File: src/rtl/vram_arbiter.sv
// vram_arbiter: shares one synchronous VRAM between display fetch and CPU.
// Video has priority; a wait counter bounds CPU latency.
module vram_arbiter #(
  parameter int AW           = 11,
  parameter int DW           = 8,
  parameter int CPU_MAX_WAIT = 4
) (
  input  logic          clk,
  input  logic          nRESET,
  input  logic          vid_req,
  input  logic [AW-1:0] vid_addr,
  output logic [DW-1:0] vid_data,
  output logic          vid_valid,
  output logic          vid_overrun,
  input  logic          cpu_req,
  input  logic          cpu_we,
  input  logic [AW-1:0] cpu_addr,
  input  logic [DW-1:0] cpu_wdata,
  output logic [DW-1:0] cpu_rdata,
  output logic          cpu_ack,
  output logic          cpu_ready,
  output logic [AW-1:0] ram_addr,
  output logic          ram_we,
  output logic [DW-1:0] ram_wdata,
  input  logic [DW-1:0] ram_rdata
);

  localparam int WW = (CPU_MAX_WAIT < 1) ? 1
                    : $clog2(CPU_MAX_WAIT + 1);
  localparam logic [WW-1:0] WMAX = WW'(CPU_MAX_WAIT);

  typedef enum logic [1:0] {
    TAG_IDLE,
    TAG_VID,
    TAG_CRD,
    TAG_CWR
  } tag_t;

  logic          vid_pend;
  logic [AW-1:0] vid_pa;
  logic          cpu_pend;
  logic          cpu_pwe;
  logic [AW-1:0] cpu_pa;
  logic [DW-1:0] cpu_pwd;
  logic [WW-1:0] cpu_wait;
  tag_t          s1;
  tag_t          s2;

  logic gnt_cpu;
  logic gnt_vid;
  logic starve;
  logic cpu_busy;
  logic cpu_take;
  tag_t tag_nxt;

  // grant decision from registered pend flags only
  always_comb begin
    starve   = 1'b0;
    gnt_cpu  = 1'b0;
    gnt_vid  = 1'b0;
    cpu_busy = 1'b0;
    cpu_take = 1'b0;
    tag_nxt  = TAG_IDLE;
    starve   = cpu_wait >= WMAX;
    gnt_cpu  = cpu_pend && (!vid_pend || starve);
    gnt_vid  = vid_pend && !gnt_cpu;
    cpu_busy = cpu_pend
             || s1 == TAG_CRD || s1 == TAG_CWR
             || s2 == TAG_CRD || s2 == TAG_CWR;
    cpu_take = cpu_req && !cpu_busy && !cpu_ack;
    unique case (1'b1)
      gnt_cpu: tag_nxt = cpu_pwe ? TAG_CWR : TAG_CRD;
      gnt_vid: tag_nxt = TAG_VID;
      default: tag_nxt = TAG_IDLE;
    endcase
  end

  assign cpu_ready = ~cpu_busy;

  // request capture, overrun detection and starvation count
  always_ff @(posedge clk) begin
    if (!nRESET) begin
      vid_pend    <= 1'b0;
      vid_pa      <= '0;
      vid_overrun <= 1'b0;
      cpu_pend    <= 1'b0;
      cpu_pwe     <= 1'b0;
      cpu_pa      <= '0;
      cpu_pwd     <= '0;
      cpu_wait    <= '0;
    end else begin
      if (vid_req) begin
        vid_pend <= 1'b1;
        vid_pa   <= vid_addr;
        if (vid_pend && !gnt_vid)
          vid_overrun <= 1'b1;
      end else if (gnt_vid) begin
        vid_pend <= 1'b0;
      end
      if (cpu_take) begin
        cpu_pend <= 1'b1;
        cpu_pwe  <= cpu_we;
        cpu_pa   <= cpu_addr;
        cpu_pwd  <= cpu_wdata;
      end else if (gnt_cpu) begin
        cpu_pend <= 1'b0;
      end
      if (gnt_cpu)
        cpu_wait <= '0;
      else if (cpu_pend && gnt_vid && cpu_wait != WMAX)
        cpu_wait <= cpu_wait + 1'b1;
    end
  end

  // RAM port registers and tag pipeline
  always_ff @(posedge clk) begin
    if (!nRESET) begin
      ram_addr  <= '0;
      ram_we    <= 1'b0;
      ram_wdata <= '0;
      s1        <= TAG_IDLE;
      s2        <= TAG_IDLE;
    end else begin
      ram_we <= gnt_cpu & cpu_pwe;
      if (gnt_cpu) begin
        ram_addr  <= cpu_pa;
        ram_wdata <= cpu_pwd;
      end else if (gnt_vid) begin
        ram_addr <= vid_pa;
      end
      s1 <= tag_nxt;
      s2 <= s1;
    end
  end

  // completion: route returned data by stage-2 tag
  always_ff @(posedge clk) begin
    if (!nRESET) begin
      vid_data  <= '0;
      vid_valid <= 1'b0;
      cpu_rdata <= '0;
      cpu_ack   <= 1'b0;
    end else begin
      vid_valid <= s2 == TAG_VID;
      cpu_ack   <= s2 == TAG_CRD || s2 == TAG_CWR;
      if (s2 == TAG_VID)
        vid_data <= ram_rdata;
      if (s2 == TAG_CRD)
        cpu_rdata <= ram_rdata;
    end
  end

endmodule
File: config.mk
export PLATFORM = sky130hd
export DESIGN_NAME = vram_arbiter
export DESIGN_NICKNAME = d
export VERILOG_FILES = /design/src/rtl/vram_arbiter.sv
export SDC_FILE = /design/constraint.sdc
export NUM_CORES = 1
export LEC_CHECK = 0
export ABC_AREA = 0
export CAP_MARGIN = 40
export CORE_MARGIN = 4
export CORE_UTILIZATION = 50
export CTS_BUF_LIST = sky130_fd_sc_hd__clkbuf_4 sky130_fd_sc_hd__clkbuf_8
export DETAILED_ROUTE_END_ITERATION = 8
export DONT_BUFFER_PORTS = 1
export PLACE_DENSITY_LB_ADDON = 0.12
export SETUP_SLACK_MARGIN = 0.15
export SKIP_LAST_GASP = 1
export SLEW_MARGIN = 10
export SYNTH_ARGS = -nofsm -noshare
export SYNTH_HDL_FRONTEND = slang
export SYNTH_SLANG_ARGS = --single-unit
File: constraint.sdc
create_clock -name clk -period 1.35 [get_ports clk]
set_input_delay 0.405 -clock clk [delete_from_list [all_inputs] [get_ports clk]]
set_output_delay 0.405 -clock clk [all_outputs]
set_load 0.02 [all_outputs]
==> results_dict.tcl <==
set metrics [dict create \
    grt_max_degree 58 \
    cap_violations 0 \
    skew_ps 5.848 \
    cts_tree "done" \
    place_congestion 0.7442 \
    clock_path_buffers 2 \
    area_growth_pct 17.21 \
    synth_cell_type_count 30 \
    hold_start "ram_rdata[6]" \
    synth_edf_count 0 \
    synth-xor-area-share_pct 0.2841 \
    final_cells 419 \
    antenna_found_initial 0 \
    critPathRequiredTime_ps 950 \
    hpwl_um 4318 \
    fmax_mhz 707.0 \
    syn_nets 378 \
    synth_compound_area_share_pct 12.22 \
    p_leak_nw 1.439 \
    dieArea_um2 7487 \
    holdPathStages 2 \
    die_w_um 86.53 \
    grt_pass1_vias 2103 \
    h-tree-depth 3 \
    ys_top_cells_by_area "dfxtp_1 51%, mux2i_1 14%, nand2_1 9.0%" \
    status "finished with violations" \
    setup_ws_ps -64.38 \
    r2r-end "cpu_pa[8]$_SDFFE_PN0P_" \
    r2r_cells 6 \
    pwr_density_cell_nw_per_um2 1405 \
    finalHoldViolCount 0 \
    final_common_cell "nand2_1" \
    period_minus_slack_ps 1414 \
    initial_core_util_pct 51.76 \
    seqCellArea_um2 1637 \
    violations "setup timing" \
    worstMarginPinSlew_ps 331.0 \
    critPathMaxFanout 2 \
    track_usage_pct 18.72 \
    hold_slack_ps 180.3 \
    io_pins 83 \
    drive_gt1_share_pct 25.00 \
    relSlewSlack_pct 77.93 \
    fill_cells 527 \
    core_area_um2 5956 \
    clk_latency_ps 340 \
    die_y_um 86.53 \
    synth_cells 333 \
    final_cell_mix "74 x nand2_1, 42 x mux2i_1, 41 x dfxtp_2" \
    r2r_start "s1[1]$_SDFF_PN0_" \
    synth_top_area_cell "dfxtp_1" \
    synth_fa_ha_area_share_pct 0.8117 \
    rows 28 \
    synth.cell_area_um2 3083 \
    rsz0062_at_grt "yes" \
    cts_buffers 9 \
    wl_per_cell_um 15.94 \
    synth_seq_cells 79 \
    wirelength_um 6679 \
    synth_top_area_share_pct 51.30 \
    synth_top_family_by_area "simple AND/OR/NAND/NOR gates" \
    remaining_drc_errors 0 \
    worst_ep_arrival_time_ps 1010 \
    syn_area_per_cell_um2 9.258 \
    dpl_cell_area_um2 3169 \
    period_share_pct 104.8 \
    r2r_setup_slack_ps 0 \
    ys_warn_count 0 \
    path_class "reg2out" \
    dp.cells 396 \
    hp-class "in2reg" \
    diodes 0 \
    cts_sinks 79 \
    hold_end "vid_data[6]$_SDFFE_PN0P_" \
    synthSimpleGateAreaFrac_pct 15.83 \
    finalNetCount 384 \
    cts-root-buf "clkbuf_8" \
    crit_path_start_kind "flop" \
    setup_viol 1 \
    drt_iter0_drc 73 \
    grt_overflow_total 0 \
    dr.pass1.iters 5 \
    num_vias 2244 \
    stdcell_area_um2 3613 \
    synth_mux_area_share_pct 13.64 \
    ys_seq_area_share_pct 51.30 \
    ir_worst_vdd_mv 0.7449 \
    drt-vias-per-instance 5.356 \
    cp-end-kind "primary output" \
    grt_first_pass_wirelength_um 10680 \
    finalSetupTns_ps -64.38 \
    multi_input_area_um2 1323 \
    synth-async-reset-ratio_pct 0 \
    ant_nets 0 \
    port_buffers 0 \
    synthFlopType "dfxtp_1" \
    finalPower_w 0.005077 \
    cts.clk_slew.worst_paths_ps 80 \
    maxSlewViolCount 0 \
]
repair_timing:
action,CTS,global route
setup endpoints to repair,72,40
pin swaps,1,1
hold buffers,0,0
gates cloned,2,1
buffers inserted,2,2
gates resized for setup,47,9
per-layer routing:
layer / vias to the layer above / part of all wire, % / track usage (%) / wire length [um]
met1: 1029 / 46 / 26.12 / 3094
met3: 10 / 6.9 / 5.228 / 460
met4: 0 / 2.0 / 8.924 / 131
li1: 1135 / - / - / -
met2: 70 / 45 / 26.63 / 2992
met5: - / 0 / 0 / 0
Yosys cell counts, types with 2 or more instances:
master,instances
buf_2,6
buf_6,2
and2_1,4
inv_1,3
nor2_1,15
buf_12,2
dfxtp_1,79
clkbuf_1,19
nor2b_1,2
ha_1,2
nand3_1,9
nand2_1,74
a21oi_1,27
nand2b_1,3
mux2i_1,42
o21a_1,2
o311a_1,11
o21ai_0,19
worst max path at each step:
stage | start | to | slack, ps | depth (start not counted)
after floorplan | cpu_pend$_SDFFE_PN0P_ | cpu_pa[0]$_SDFFE_PN0P_ | 30 | 6
after global placement | cpu_pend$_SDFFE_PN0P_ | cpu_pwd[6]$_SDFFE_PN0P_ | 160 | 4
after detailed placement | cpu_pend$_SDFFE_PN0P_ | cpu_pa[3]$_SDFFE_PN0P_ | 90 | 4
after CTS | s1[1]$_SDFF_PN0_ | cpu_ready | -80 | 2
after global routing | s1[1]$_SDFF_PN0_ | cpu_ready | -130 | 2
final | s1[1]$_SDFF_PN0_ | cpu_ready | -60 | 2
registers in the layout, indices dropped and copies added, names as in the netlist, 2 cells and up:
name	flops
vid_pa	11
cpu_wait	3
s2	2
vid_data	8
s1	2
ram_addr	11
cpu_pwd	8
ram_wdata	8
cpu_pa	11
cpu_rdata	8
final cells by class:
cell class	count	share of cell area, %
flip-flops and latches	79	45.29
multi-input cells	220	36.60
repair buffers	25	8.691
clock buffers	13	4.605
well taps	75	2.597
clock inverters	3	1.801
inverters	4	0.4155
worst max-delay path, cell delays in order, from the launching register on:
cell     delay, ps
dfxtp_2        330
nor3_4         190
buf_6          140
power by group:
group	internal (W)	switching (W)	total, W
registers	0.00246	0.000135	0.00259
logic	0.000273	0.000225	0.000499
clock network	0.00118	0.000802	0.00198
total	0.00391	0.00116	0.00508
cell families after synthesis:
kind of cell	Yosys count
XOR/XNOR	1
adder cells (fa/ha/maj)	2
AO/OA/AOI/OAI	62
AND/OR/NAND/NOR	113
buffers and inverters	34
multiplexers	42
flip-flops	79
metrics by stage:
stage	setup WS [ps]	utilization, %
after floorplan	31.72	-
after global placement	156.3	53.21
after detailed placement	94.62	53.21
after CTS	-82.62	59.56
after global routing	-125.2	60.67
final	-64.38	60.67
(Power assumes the default switching activity.)
